==> src/rtl/metronome_beat_gen.sv <==
// Beat generator: turns phase-accumulator wraps into beat ticks, a beat-in-bar
// index with bar-start accent, and a gated square-wave click.
module metronome_beat_gen #(
  parameter int unsigned ACC_W         = 34,
  parameter int unsigned BEATS_PER_BAR = 4,
  parameter int unsigned CLICK_LEN     = 2500000,
  parameter int unsigned ACCENT_HALF   = 28409,
  parameter int unsigned NORMAL_HALF   = 56818
) (
  input  logic             i_clk,
  input  logic             i_reset,
  input  logic             i_enable,
  input  logic [ACC_W-1:0] i_bpm_counter,
  input  logic             i_bpm_changed,
  output logic             o_beat_tick,
  output logic [3:0]       o_beat_idx,
  output logic             o_accent,
  output logic             o_click_gate,
  output logic             o_click_wave
);

  localparam int unsigned MAX_HALF = (ACCENT_HALF > NORMAL_HALF) ? ACCENT_HALF : NORMAL_HALF;
  localparam int unsigned LEN_W    = (CLICK_LEN > 1) ? $clog2(CLICK_LEN) : 1;
  localparam int unsigned TONE_W   = (MAX_HALF > 1) ? $clog2(MAX_HALF) : 1;

  localparam logic [3:0]        LAST_IDX    = 4'(BEATS_PER_BAR - 1);
  localparam logic [LEN_W-1:0]  LEN_LOAD    = LEN_W'(CLICK_LEN - 1);
  localparam logic [TONE_W-1:0] ACCENT_LOAD = TONE_W'(ACCENT_HALF - 1);
  localparam logic [TONE_W-1:0] NORMAL_LOAD = TONE_W'(NORMAL_HALF - 1);

  typedef enum logic {IDLE, CLICK} state_t;

  state_t            state;
  logic [ACC_W-1:0]  prev;
  logic              prev_valid;
  logic              resync_pend;
  logic [LEN_W-1:0]  len_cnt;
  logic [TONE_W-1:0] tone_cnt;

  logic              wrap;
  logic [3:0]        beat_next;
  logic [TONE_W-1:0] start_load;
  logic [TONE_W-1:0] running_load;

  // A smaller sample than last cycle means the accumulator rolled over.
  assign wrap = prev_valid & i_enable & (i_bpm_counter < prev);

  always_comb begin
    beat_next = 4'd0;
    if (!(resync_pend | i_bpm_changed) && (o_beat_idx != LAST_IDX))
      beat_next = o_beat_idx + 4'd1;
  end

  assign start_load   = (beat_next == 4'd0) ? ACCENT_LOAD : NORMAL_LOAD;
  assign running_load = o_accent ? ACCENT_LOAD : NORMAL_LOAD;

  always_ff @(posedge i_clk or posedge i_reset) begin
    if (i_reset) begin
      state        <= IDLE;
      prev         <= '0;
      prev_valid   <= 1'b0;
      resync_pend  <= 1'b1;
      len_cnt      <= '0;
      tone_cnt     <= '0;
      o_beat_tick  <= 1'b0;
      o_beat_idx   <= 4'd0;
      o_accent     <= 1'b0;
      o_click_gate <= 1'b0;
      o_click_wave <= 1'b0;
    end else begin
      prev        <= i_bpm_counter;
      prev_valid  <= 1'b1;
      o_beat_tick <= wrap;

      if (!i_enable) begin
        state        <= IDLE;
        o_beat_idx   <= 4'd0;
        o_accent     <= 1'b0;
        o_click_gate <= 1'b0;
        o_click_wave <= 1'b0;
        resync_pend  <= 1'b1;
      end else if (wrap) begin
        // New beat starts (or restarts) a click with the tone of the new beat.
        state        <= CLICK;
        o_beat_idx   <= beat_next;
        o_accent     <= (beat_next == 4'd0);
        resync_pend  <= 1'b0;
        len_cnt      <= LEN_LOAD;
        tone_cnt     <= start_load;
        o_click_gate <= 1'b1;
        o_click_wave <= 1'b1;
      end else begin
        if (i_bpm_changed)
          resync_pend <= 1'b1;
        case (state)
          IDLE: begin
            o_click_gate <= 1'b0;
            o_click_wave <= 1'b0;
          end
          CLICK: begin
            if (len_cnt == '0) begin
              state        <= IDLE;
              o_click_gate <= 1'b0;
              o_click_wave <= 1'b0;
              o_accent     <= 1'b0;
            end else begin
              len_cnt <= len_cnt - LEN_W'(1);
              if (tone_cnt == '0) begin
                o_click_wave <= ~o_click_wave;
                tone_cnt     <= running_load;
              end else begin
                tone_cnt <= tone_cnt - TONE_W'(1);
              end
            end
          end
          default: state <= IDLE;
        endcase
      end
    end
  end

endmodule

==> config.mk <==
export PLATFORM = sky130hd
export DESIGN_NAME = metronome_beat_gen
export DESIGN_NICKNAME = d
export VERILOG_FILES = /design/src/rtl/metronome_beat_gen.sv
export SDC_FILE = /design/constraint.sdc
export NUM_CORES = 1
export LEC_CHECK = 0
export ABC_CLOCK_PERIOD_IN_PS = 4250
export BUFFER_PORTS_ARGS = -buffer_cell sky130_fd_sc_hd__clkbuf_2
export CORE_UTILIZATION = 30
export CTS_CLUSTER_SIZE = 24
export DETAILED_ROUTE_END_ITERATION = 10
export SLEW_MARGIN = 5
export SYNTH_ARGS = -nofsm -noshare
export SYNTH_HDL_FRONTEND = slang
export SYNTH_SLANG_ARGS = --single-unit
==> constraint.sdc <==
create_clock -name i_clk -period 4.25 [get_ports i_clk]
set_input_delay 0.2125 -clock i_clk [delete_from_list [all_inputs] [get_ports i_clk]]
set_output_delay 0.2125 -clock i_clk [all_outputs]
set_load 0.03 [all_outputs]
==> results, run 1 <==
- The run finished with clean final reports.
- For this block, wires on met1 add up to 5022 µm.
- Synthesis produced 464 cells.
- The fraction of final layout cells with drive strength greater than 1 is 0.1447.
- Of the total power, the share spent switching nets is 0.2903.
- The path class of the tightest hold or removal check is in -> reg.
- The share of the core filled with cells is 0.3762.
- The number of failing setup endpoints in the final timing report is 0.
- The synthesized design contains 83 register bits.
- The fraction of power consumed by combinational cells is 0.173.
- For this design the total switching power over the nets is 0.0006596 W.
- The portion of the clock cycle consumed by the worst path in the final layout is 0.7676.
- The number of detailed-routing iterations run before antenna repair is 4.
- The analysis attributes to cell leakage a power of 2.496 nW.
- The net count of the finished layout is 610.
- IR analysis of the VDD net gives a maximum drop of 251.3 µV.
- The number of buffers created by CTS is 9.
- The final count of hold timing violations is 0.
- The placed instances occupy a cell area of 4920 µm².
- The total number of vias is 3729.
- Of the synthesized area, sequential elements account for 0.4601.
- The peak fanout along the critical path is 28.
- The worst setup path category is in -> reg.
- The maximum number of buffers from clock root to sink is 2.
- Yosys attributes the largest share of cell area to sky130_fd_sc_hd__dfrtp_1 45%, sky130_fd_sc_hd__ha_1 10%, sky130_fd_sc_hd__inv_1 4.1%, sky130_fd_sc_hd__a21oi_1 3.4%, sky130_fd_sc_hd__o21ai_0 3.1%.
- The fmax is 306.5 MHz.
- The number of buffers and inverters on the critical path is 4.
- For this run, design rule violations remaining after detail routing come to 0.
- The initial utilization of the core area, before any placement, comes to 0.3096.
- The uppermost metal layer occupied by signal nets is met4.
- 46 I/O pins were placed.
- The most instantiated flip-flop cell in the synthesis netlist is sky130_fd_sc_hd__dfrtp_1.
- The tree is rooted in a sky130_fd_sc_hd__clkbuf_16.
- For this run, asynchronously set or reset flops after synthesis account for 1.000.
- The count of port buffers added during placement is 45.
- The number of distinct standard cells referenced by the synthesized netlist is 60.
- Of the total power, registers draw 0.462.
- The power after layout is 0.002272 W.
- After synthesis, the most frequently instantiated cells are 82 x sky130_fd_sc_hd__dfrtp_1, 49 x sky130_fd_sc_hd__inv_1, 37 x sky130_fd_sc_hd__ha_1.
- The chip height is roughly 120 µm.
- The largest net degree at the start of global routing is 61.
- The number of global-route vias before repair is 3805.
- The relative slew slack is 0.3055.
- The arrival time of data at the critical path endpoint is 3470 ps.
- In this run the cell area of the synthesized design comes to 4517 µm².
- The routed length on met2 is 4684 µm.
- The global-route wire length before repair is 17950 µm.
- CTS built an H-tree with a depth of 3.
- In this design, the stage delay of the slowest critical-path cell is 540 ps.
- The gate family responsible for the most delay along the worst path is simple AND/OR/NAND/NOR gates.
- The clock latency at the later pin of the worst-skew pair is ~330 ps.
- Internal power comes to 0.001612 W.
- Setup repair after global routing left no endpoint under its margin.
- The average instance area after synthesis is 9.735 µm².
- Yosys instantiated no cell more often than sky130_fd_sc_hd__dfrtp_1.
- The HPWL after detailed placement is 7316 µm.
- The number of design-rule violations left by the first detailed-router iteration is 210.
- After floorplanning, the core was divided into between 40 and 50 placement rows.
- The final critical-path required period is 3262 ps.
- The final antenna-violating net count is 0.
- The power share of the clock group is 0.366.
- The worst-case clock skew is 8.498 ps.
- Of the post-synthesis cell area, the dominant cell type holds 0.4543.
- The startpoint type of the worst setup path is a primary input.
- The via-per-instance ratio is 5.158.
- CTS saw 83 sinks.
- The number of setup buffers added after CTS is 0.
- The number of resized instances in the post-cts repair step is 0.
- The width of the die is ~120 µm.
- At the pin with the least slew margin, the transition time is around 1000 ps.
- The number of pins with negative max-slew slack in the final report came to 0.
- During synthesis, Yosys emitted a total of 0 warnings.
- The worst setup path is captured at a flip-flop.
- The post-route worst hold slack is 13.42 ps.
- The most area-hungry cell type in the Yosys netlist is sky130_fd_sc_hd__dfrtp_1.
- The worst endpoint required time is roughly 4500 ps.
- The placeable core region is 14590 µm².
- The post-route standard cell area excluding fillers is between 5000 and 6000 µm².
- In the final timing run, aggregate negative setup slack is 0 ps.
- The total die area is 15550 µm².
- In the global route stage, overall resource usage came out at 0.1410.
- The final estimated routing congestion in global placement is approximately 0.84.
- The slowest library cell on the worst path is sky130_fd_sc_hd__dlygate4sd3_1.
- For this run the aggregate overflow at the end of global routing stands at 0.
- For this block, the routed nets add up to 10320 µm of wire.
- The number of nets produced by synthesis is 539.
- The routed wire length on met3 is 523 µm.
- Dividing the detail-routed wire length by the instance count gives approximately 14 µm.
- The signal on the critical path passes through dlygate4sd3_1 > clkbuf_2 > ha_1 > nand4_1 > nor4_1 > nand4b_1 > nand4_1 > or2_1 > inv_4 > o21ai_4 > inv_4 > o21a_1 > o22a_1.
- The number of antenna violations at the first check in global routing is 0.
- The number of enable flip-flop cells after synthesis is 0.
- TritonCTS built the clock tree.
- The number of antenna repair diodes is 0.
- The number of maximum-capacitance constraint violations is 0.
- After clock tree synthesis, the clock-pin slew on the worst setup and hold paths is 50 ps.
- The layout overhead on the synthesized area is 21.50%.
- The power per cell area is 414.0 nW/µm².
==> metrics by stage <==
| stage | std cells | setup slack, ps |
|---|---|---|
| floorplan | 464 | 1816 |
| global placement | 683 | 1245 |
| global route | 723 | 758.7 |
| finish | 723 | 987.7 |
| detailed placement | 683 | 1204 |
| CTS | 722 | 1015 |
==> power by group through the flow <==
| stage | Combinational [W] | Clock (W) | Sequential [W] |
|---|---|---|---|
| final | 0.000392 | 0.000831 | 0.00105 |
| after detailed placement | 0.000377 | 0 | 0.00106 |
| after global routing | 0.000450 | 0.000883 | 0.00107 |
| after CTS | 0.000396 | 0.000858 | 0.00105 |
| after floorplan | 0.000277 | 0 | 0.00103 |
| after global placement | 0.000361 | 0 | 0.00105 |
==> layer usage <==
metal | track usage | vias up
li1 | - | 1837
met1 | 0.1906 | 1792
met2 | 0.2226 | 92
met3 | 0.03393 | 8
met4 | 0.04111 | 0
met5 | 0 | -
==> layout make-up <==
cell class | count | area (µm²)
clock buffer | 11 | 242.7
clock inverter | 4 | 75.07
fill | 1416 | 9101
inverter | 51 | 197.7
multi-input combinational | 317 | 2166
sequential | 83 | 2078
tap | 184 | 230.2
timing repair buffer | 73 | 498.0
==> flip-flops by register name (all words and copies together) (netlist names) <==
register,cells
len_cnt,22
prev_valid,1
o_beat_tick,1
o_click_wave,1
tone_cnt,16
o_accent,1
prev,34
resync_pend,1
o_beat_idx,4
o_click_gate,1
state,1
==> repair_timing <==
action / in CTS / in global routing
setup endpoints to repair: 0 / 0
endpoints found under the hold margin: 24 / 1
hold buffers: 24 / 1
==> cells in the final DEF (no fill, tap or decap), types with 3 or more instances in the layout <==
cell type / synthesis / routed
sky130_fd_sc_hd__o2bb2ai_1: 5 / 5
sky130_fd_sc_hd__or4_1: 5 / 5
sky130_fd_sc_hd__dfrtp_1: 82 / 82
sky130_fd_sc_hd__ha_1: 37 / 37
sky130_fd_sc_hd__nor3b_1: 5 / 5
sky130_fd_sc_hd__nor4_1: 12 / 12
sky130_fd_sc_hd__buf_4: 0 / 3
sky130_fd_sc_hd__o21a_1: 4 / 4
sky130_fd_sc_hd__a31oi_1: 3 / 3
sky130_fd_sc_hd__a21oi_1: 31 / 31
sky130_fd_sc_hd__nand3_1: 8 / 8
sky130_fd_sc_hd__dlygate4sd3_1: 0 / 25
sky130_fd_sc_hd__or4_4: 3 / 3
sky130_fd_sc_hd__o31ai_1: 13 / 13
sky130_fd_sc_hd__and3_1: 4 / 4
sky130_fd_sc_hd__or3_1: 11 / 11
sky130_fd_sc_hd__o21ai_1: 11 / 11
sky130_fd_sc_hd__a22oi_1: 3 / 3
sky130_fd_sc_hd__a211oi_1: 4 / 4
sky130_fd_sc_hd__o21ai_0: 28 / 28
sky130_fd_sc_hd__mux2i_1: 4 / 4
sky130_fd_sc_hd__nand2_1: 22 / 22
sky130_fd_sc_hd__inv_1: 49 / 48
sky130_fd_sc_hd__clkbuf_16: 0 / 9
sky130_fd_sc_hd__clkbuf_2: 0 / 45
sky130_fd_sc_hd__nor3_1: 20 / 20
sky130_fd_sc_hd__a21o_1: 10 / 10
sky130_fd_sc_hd__nand4_1: 8 / 8
sky130_fd_sc_hd__nor2_1: 27 / 27
==> kinds of logic after synthesis <==
logic type / after synthesis / share of synthesized area
AND/OR/NAND/NOR: 140 / 0.1729
other: 1 / 0.0008302
flip-flops: 83 / 0.4601
AO/OA/AOI/OAI: 134 / 0.1925
buffers and inverters: 64 / 0.06039
adder cells (fa/ha/maj): 37 / 0.1025
multiplexers: 4 / 0.008865
XOR/XNOR: 1 / 0.001939
==> final timing paths <==
path                                        start          end  slack [ps]  cells past startpoint
worst min-delay path             i_bpm_counter[9]      prev[9]          10                      1
worst min register to register        tone_cnt[6]  tone_cnt[6]         470                      1
worst max-delay path            i_bpm_counter[29]  tone_cnt[3]         990                     13
min in group asynchronous                 i_reset      prev[0]          70                      2
worst max register to register           prev[29]  tone_cnt[3]        1180                     12
max in group asynchronous                 i_reset      prev[8]        3290                      3
(Power assumes the default switching activity.)
==> run 2: changes to the inputs <==
--- a/config.mk
+++ b/config.mk
@@ -5,7 +5,8 @@
 export SDC_FILE = /design/constraint.sdc
 export NUM_CORES = 1
 export LEC_CHECK = 0
-export ABC_CLOCK_PERIOD_IN_PS = 4250
+export ABC_AREA = 1
+export ABC_CLOCK_PERIOD_IN_PS = 3250
 export BUFFER_PORTS_ARGS = -buffer_cell sky130_fd_sc_hd__clkbuf_2
 export CORE_UTILIZATION = 30
 export CTS_CLUSTER_SIZE = 24
==> constraint.sdc (replaced) <==
create_clock -name i_clk -period 3.25 [get_ports i_clk]
set_input_delay 0.1625 -clock i_clk [delete_from_list [all_inputs] [get_ports i_clk]]
set_output_delay 0.1625 -clock i_clk [all_outputs]
set_load 0.03 [all_outputs]
==> results, run 2 <==
- At the end of routability-driven placement, the weighted congestion stood at 0.8098.
- The simple-gate portion of the synthesized area is 0.2774.
- The most frequent cell after synthesis is sky130_fd_sc_hd__nand2_1.
- The DRC violations left is 0.
- The register bit count reported by yosys is 83.
- The largest net degree at the start of global routing is 50.
- Clock-pin slew was measured on the worst setup and hold paths at around 60 ps.
- The clock latency at the later pin of the worst-skew pair is about 340 ps.
- The power per cell area is about 660 nW/µm².
- The first detailed-routing pass took 4 iterations.
- For this configuration, the core starts out at a cell density of 0.3101.
- For met1 alone, demand over resource in global routing was 0.1878.
- In the final layout, the share of cells above drive strength 1 is 0.1089.
- After the first detailed-routing iteration, the DRC count stood at 191.
- Setup repair after global routing left no endpoint under its margin.
- The count of synthesis-stage warnings from yosys is 0.
- Leaving out fill and tap cells, the most frequent cell in the layout is sky130_fd_sc_hd__nand2_1.
- The met3 track demand over resource is 0.02546.
- In this run the count of I/O pins placed on the die edge is 46.
- More flip-flops sit in one register than any other, and that register is prev.
- The placeable core region is 15370 µm².
- The worst setup path startpoint is i_bpm_counter[33].
- The flip-flop count of the largest register, all copies and words added is 34.
- The number of cells in the finished layout apart from fillers is 909.
- By area, the combinational part of the netlist is dominated by simple AND/OR/NAND/NOR gates.
- The number of distinct standard cells referenced by the synthesized netlist is 35.
- The clock passes through at most 2 buffers.
- The peak fanout along the critical path is 49.
- The number of resized instances in the post-cts repair step is 0.
- The count of port buffers added during placement is 45.
- The worst setup path category is in -> reg.
- The detail-routed net length per standard cell is 11.25 µm.
- The final antenna-violating net count is 0.
- The number of antenna violations at the first check in global routing is 0.
- The total overflow reported by the global router is 0.
- The largest registers in the layout are prev x34, len_cnt x22, tone_cnt x16.
- The number of buffers created by CTS is 9.
- In this run the register-to-register setup slack is 740 ps.
- The die is 128.1 µm tall.
- TritonCTS built the clock tree.
- The total number of vias is 3938.
- The total of hold buffers inserted after clock tree synthesis is 35.
- The synthesized-area fraction occupied by ao, oa, aoi and oai cells was 0.06063.
- The final critical-path required period is approximately 2600 ps.
- The number of enable flip-flop cells after synthesis is 0.
- Of the total synthesized cell area, the portion taken by full adders, half adders and majority gates is 0.09711.
- With fillers left out, the area of the finished cells amounts to 5866 µm².
- The layout overhead on the synthesized area is 23.04%.
- The final count of hold timing violations is 0.
- The layer flagged by global routing as most heavily used is met2.
- The most instantiated flip-flop cell in the synthesis netlist is sky130_fd_sc_hd__dfrtp_1.
- In the global route stage, overall resource usage came out at 0.1368.
- Of all flip-flops after synthesis, the portion carrying an async set or reset was 1.000.
- Before CTS, the worst setup slack after placement is between 700 and 800 ps.
- Counting tap cells, the placed design contains a total of 858 instances.
- Data on the critical path arrives at its endpoint at 2830 ps.
- The post-CTS setup buffer count is 0.
- Leaving out fill and tap cells, the most frequent cells in the layout are 182 x sky130_fd_sc_hd__nand2_1, 82 x sky130_fd_sc_hd__inv_1, 82 x sky130_fd_sc_hd__dfrtp_1.
- Counting every net in the synthesized netlist gives 686.
- The most area-hungry cell type in the Yosys netlist is sky130_fd_sc_hd__dfrtp_1.
- In this run the critical register-to-register path is captured at len_cnt[8].
- By area the synthesized netlist is led by sky130_fd_sc_hd__dfrtp_1 43%, sky130_fd_sc_hd__nand2_1 14%, sky130_fd_sc_hd__ha_1 9.7%, sky130_fd_sc_hd__inv_1 6.5%, sky130_fd_sc_hd__nor2_1 6.1%.
- The width of the die is between 100 and 150 µm.
- The clock arrives with ~11 ps of skew.
- The total die area is 16400 µm².
- The placed instance area is 5209 µm².
- The H-tree generated during clock tree synthesis spans 3 levels.
- The path class of the tightest hold or removal check is in -> reg.
- The worst endpoint required time is approximately 3400 ps.
- Of the post-synthesis cell area, the dominant cell type holds 0.4304.
- The number of maximum-capacitance constraint violations is 0.
- The number of antenna repair diodes is 0.
- In this run the static leakage power is 3.123 nW.
- Measured against the total synthesized area, the mux share comes to 0.
- The number of sinks handled by clock tree synthesis is 83.
- The number of global-route vias before repair is 3813.
- The number of pins with negative max-slew slack in the final report came to 0.
- The cell count after synthesis came out at approximately 600.
- For this block, the routed nets add up to 10230 µm of wire.
- The average instance area after synthesis is between 7 and 8 µm².
- The number of placement rows is 45.
- For this run, the top clock speed supported by timing is 378.5 MHz.
- The source of the worst register-to-register timing path is prev[33].
- The global-route wire length before repair is 17840 µm.
- The power after layout is between 0.003 and 0.004 W.
- The share of the yosys chip area belonging to registers is 0.4360.
- The transition time at the pin with the least slew margin is 745.5 ps.
- In this run the cell area of the synthesized design comes to 4767 µm².
- The HPWL after detailed placement is around 7200 µm.
- The via-per-instance ratio is 4.332.
- After synthesis, the most frequently instantiated cells are 182 x sky130_fd_sc_hd__nand2_1, 83 x sky130_fd_sc_hd__inv_1, 82 x sky130_fd_sc_hd__dfrtp_1.
- The run finished with clean final reports.
- For the final routed database, the setup TNS stands at 0 ps.
- For this run, the post-layout net count is 768.
- For met2 alone, demand over resource in global routing was 0.2177.
- The final setup slack of the worst path is 608.1 ps.
- The relative slew slack is 0.5024.
- Setup violations remaining at the end of the flow were counted as 0.
- The cell count of the worst reg-to-reg path is 14.
- The worst setup path is captured at a flip-flop.
- The highest ir drop seen on vdd is 302.5 µV.
- In the finished design, the share of the clock period the worst path needs comes to 0.8129.
- The buffer cell driving the clock tree root is sky130_fd_sc_hd__clkbuf_16.
- The most critical setup path has its endpoint at len_cnt[8].
- The worst setup path is launched from a primary input.
- Of the total synthesized cell area, the portion taken by XOR and XNOR cells is 0.04593.
==> run 2: how the worst min path moves through the flow <==
stage / slack (ps) / cells after the start / end / from
after global placement: 290 / 1 / prev[29] / i_bpm_counter[29]
after CTS: 70 / 3 / resync_pend / i_bpm_changed
after floorplan: 190 / 0 / prev[0] / i_bpm_counter[0]
after detailed placement: 290 / 1 / prev[7] / i_bpm_counter[7]
final: 80 / 3 / resync_pend / i_bpm_changed
after global routing: 100 / 3 / resync_pend / i_bpm_changed
==> run 2: per-layer routing <==
layer	part of all wire	wire length, µm
met1	0.51	5234
met2	0.45	4631
met3	0.025	254
met4	0.010	104
met5	0	0
==> run 2: kinds of logic after synthesis <==
| logic type | after synthesis |
|---|---|
| xor gates and xnor gates | 25 |
| other | 1 |
| buffers and inverters | 95 |
| adders and majority gates | 37 |
| DFF | 83 |
| and+or+nand+nor | 318 |
| AOI/OAI and AO/OA | 52 |
==> run 2: power breakdown <==
group	internal, W	switching (W)
clock network	0.000639	0.000411
logic	0.000549	0.000793
registers	0.00125	0.000218
total	0.00243	0.00142
==> run 2: area by class of cell <==
cell class / instances / area, µm²
clock buffers: 13 / 260.3
clock inverters: 3 / 46.29
fillers: 1585 / 9505
inverters: 84 / 316.6
multi-input cells: 433 / 2297
flip-flops and latches: 83 / 2078
well taps: 211 / 264.0
repair buffers: 82 / 603.1
==> run 2: through the flow <==
step / utilization / hold slack, ps
after global placement: 0.3389 / 289.8
after global routing: 0.3816 / 99.70
after CTS: 0.3816 / 74.86
final: 0.3816 / 81.31
after detailed placement: 0.3389 / 292.4
after floorplan: - / 193.9
==> run 2: critical path, stage by stage <==
cell and delay, ps:
sky130_fd_sc_hd__dlygate4sd3_1 530, sky130_fd_sc_hd__clkbuf_2 120, sky130_fd_sc_hd__ha_1 290, sky130_fd_sc_hd__nand2_1 80, sky130_fd_sc_hd__nor2_1 140, sky130_fd_sc_hd__nand2_1 110, sky130_fd_sc_hd__nor2_1 180, sky130_fd_sc_hd__nand3_1 100
sky130_fd_sc_hd__nand2_1 110, sky130_fd_sc_hd__nor2_4 50, sky130_fd_sc_hd__nand2_4 220, sky130_fd_sc_hd__nand2_1 100, sky130_fd_sc_hd__nand2_2 60, sky130_fd_sc_hd__buf_4 410, sky130_fd_sc_hd__o21ai_0 150
==> run 3: changes to the inputs <==
--- a/config.mk
+++ b/config.mk
@@ -6,7 +6,7 @@
 export NUM_CORES = 1
 export LEC_CHECK = 0
 export ABC_AREA = 1
-export ABC_CLOCK_PERIOD_IN_PS = 3250
+export ABC_CLOCK_PERIOD_IN_PS = 2410
 export BUFFER_PORTS_ARGS = -buffer_cell sky130_fd_sc_hd__clkbuf_2
 export CORE_UTILIZATION = 30
 export CTS_CLUSTER_SIZE = 24
==> constraint.sdc (replaced) <==
create_clock -name i_clk -period 2.41 [get_ports i_clk]
set_input_delay 0.1205 -clock i_clk [delete_from_list [all_inputs] [get_ports i_clk]]
set_output_delay 0.1205 -clock i_clk [all_outputs]
set_load 0.03 [all_outputs]
==> results, run 3 (synthesized netlist as in run 2, its figures left out) <==
- The arrival time of data at the critical path endpoint is 2490 ps.
- In the global route stage, overall resource usage came out at 0.1383.
- After detailed routing, the total wire length is 10490 µm.
- At the end of routability-driven placement, the weighted congestion stood at 0.8517.
- The number of buffers created by CTS is 9.
- After detailed routing, the number of remaining DRC violations is 0.
- Clock latency on the worst-skew pair, taken at its later pin, is between 300 and 400 ps.
- STA classifies the critical path startpoint as a primary input.
- In the final layout, the registers with the most flip-flops are prev x34, len_cnt x22, tone_cnt x16.
- The floorplan has 45 rows.
- In the finished design, the share of the clock period the worst path needs comes to 0.9266.
- The layout overhead on the synthesized area is 26.80%.
- Once layout is complete, the utilization of the core stands at 0.3932.
- The tool flagged a number of max-cap violations equal to 0.
- The die covers roughly 16000 µm².
- The repair_antennas step left the layout with diodes totalling 0.
- The final count of hold timing violations came to 0.
- In this run the tightest slew margin relative to its limit is 0.6426.
- At the placement stage, the worst setup path has a slack of ~220 ps.
- The final antenna-violating net count is 0.
- Leaving out fill and tap cells, the most frequent cell in the layout is sky130_fd_sc_hd__nand2_1.
- Entering global routing, the biggest net connects 46 pins.
- The flow ran to the end, and the final reports show no timing, DRC or antenna violations.
- TritonCTS built the clock tree.
- The number of sinks handled by clock tree synthesis is 83.
- The power per cell area is roughly 900 nW/µm².
- Dividing the detail-routed wire length by the instance count gives around 11 µm.
- For the pin with the worst max-slew slack, the measured transition is between 500 and 600 ps.
- The initial cell density of the core is 0.3101.
- The tree is rooted in a sky130_fd_sc_hd__clkbuf_16.
- The register with the most flip-flops is prev.
- In this run the worst path has a maximum fanout of 13.
- The number of antenna violations at the first check in global routing was 0.
- The final critical-path required period is 2233 ps.
- After routing the design area is 6045 µm².
- The clock transition at the registers of the reported paths is around 60 ps.
- The final setup slack of the worst path is 176.9 ps.
- The total area inside the core boundary comes to approximately 15000 µm².
- The register with the most flip-flops in the layout has 34 of them.
- The post-layout net count is 780.
- The worst endpoint required time is roughly 2700 ps.
- The worst hold path class is in -> reg.
- From left edge to right edge, the die measures 128.1 µm.
- The HPWL after detailed placement is 7263 µm.
- The worst-case clock skew is 5.664 ps.
- On the final layout, the worst hold slack is roughly 48 ps.
- Input and output buffers added on the ports amount to 45.
- The number of detailed-routing iterations run before antenna repair is 4.
- In the layout the commonest cells are 182 x sky130_fd_sc_hd__nand2_1, 82 x sky130_fd_sc_hd__inv_1, 82 x sky130_fd_sc_hd__dfrtp_1.
- For this block, the via count after detailed routing is 3904.
- STA classifies the critical path endpoint as a flip-flop.
- The chip height is roughly 130 µm.
- The number of global-route vias before repair is 3866.
- The number of failing setup endpoints in the final timing report is 0.
- In this run the count of I/O pins placed on the die edge is 46.
- IR analysis of the VDD net gives a maximum drop of 411.3 µV.
- The number of design-rule violations left by the first detailed-router iteration is around 180.
- In the routed layout, each cell is associated on average with a via count of approximately 4.2.
- For this run the aggregate overflow at the end of global routing stands at 0.
- The leakage power is 3.219 nW.
- The H-tree was split into 3 levels.
- Counting along the longest clock path gives a buffer depth of 2.
- The worst setup path is of the in -> reg kind.
- The number of filler instances in the final layout is 1561.
- Summing all placed instances gives a cell area of 5294 µm².
- The number of pins with negative max-slew slack in the final report is 0.
- The global-route wire length before repair is 18130 µm.
- Timing would allow up to 447.8 MHz.
- The setup total negative slack is 0 ps.
- In the final layout, the share of cells above drive strength 1 is 0.1269.
## run 3: changes by cell type in the layout (fill, tap and decap cells not counted), moves of 2 or more
cell,change
sky130_fd_sc_hd__nor2_2,+2
sky130_fd_sc_hd__buf_4,+8
sky130_fd_sc_hd__nor2_1,-2
sky130_fd_sc_hd__buf_12,+2
sky130_fd_sc_hd__bufinv_16,+2
## run 3: metal layers
| layer | global-route usage | wire length, µm | vias to the layer above |
|---|---|---|---|
| met3 | 0.03005 | 271 | 14 |
| met4 | 0.04706 | 190 | 0 |
| li1 | - | - | 2094 |
| met2 | 0.2158 | 4542 | 43 |
| met1 | 0.1894 | 5486 | 1753 |
| met5 | 0 | 0 | - |
## run 3: area by class of cell
cell class	instances	area, µm²	share of cell area
multi-input combinational	434	2313	0.3827
inverter	84	319.1	0.05278
sequential	83	2078	0.3438
tap	211	264.0	0.04368
timing repair buffer	93	728.2	0.1205
clock buffer	11	242.7	0.04016
clock inverter	4	98.84	0.01635
## run 3: final timing paths
kind | slack [ps] | startpoint | endpoint | cells past startpoint
max | 180 | i_bpm_counter[33] | tone_cnt[2] | 14
min | 50 | i_bpm_changed | resync_pend | 3
max reg2reg | 270 | prev[33] | tone_cnt[2] | 13
min reg2reg | 470 | o_click_gate | o_click_gate | 2
max in group asynchronous | 1510 | i_reset | resync_pend | 4
min in group asynchronous | 290 | i_reset | prev[8] | 3
## run 3: through the flow
| step | instances | power [W] |
|---|---|---|
| after detailed placement | 866 | 0.003791 |
| after floorplan | 611 | 0.003371 |
| final | 920 | 0.005447 |
| after CTS | 916 | 0.005477 |
| after global placement | 866 | 0.003790 |
| after global routing | 920 | 0.005930 |
## run 3: timing repair
action                                  CTS  global route
gates resized for setup                   0             5
buffers inserted                          0             2
hold endpoints to repair                 52             0
endpoints found under the setup margin    0            39
hold buffers                             35             0
## run 3: critical path, stage by stage
cell                            delay [ps]
sky130_fd_sc_hd__dlygate4sd3_1         530
sky130_fd_sc_hd__clkbuf_2              120
sky130_fd_sc_hd__ha_1                  290
sky130_fd_sc_hd__nand2_1                70
sky130_fd_sc_hd__nor2_1                130
sky130_fd_sc_hd__nand2_1               120
sky130_fd_sc_hd__nor2_2                160
sky130_fd_sc_hd__nand3_1               100
sky130_fd_sc_hd__nand2_1               110
sky130_fd_sc_hd__nor2_4                 60
sky130_fd_sc_hd__nand2_4               120
sky130_fd_sc_hd__buf_4                 200
sky130_fd_sc_hd__nand4_1               150
sky130_fd_sc_hd__o21ai_0               190
## run 3: power breakdown
part           switching (W)  internal, W
combinational        0.00107     0.000783
sequential          0.000305      0.00168
clock               0.000570      0.00104
total                0.00195      0.00350
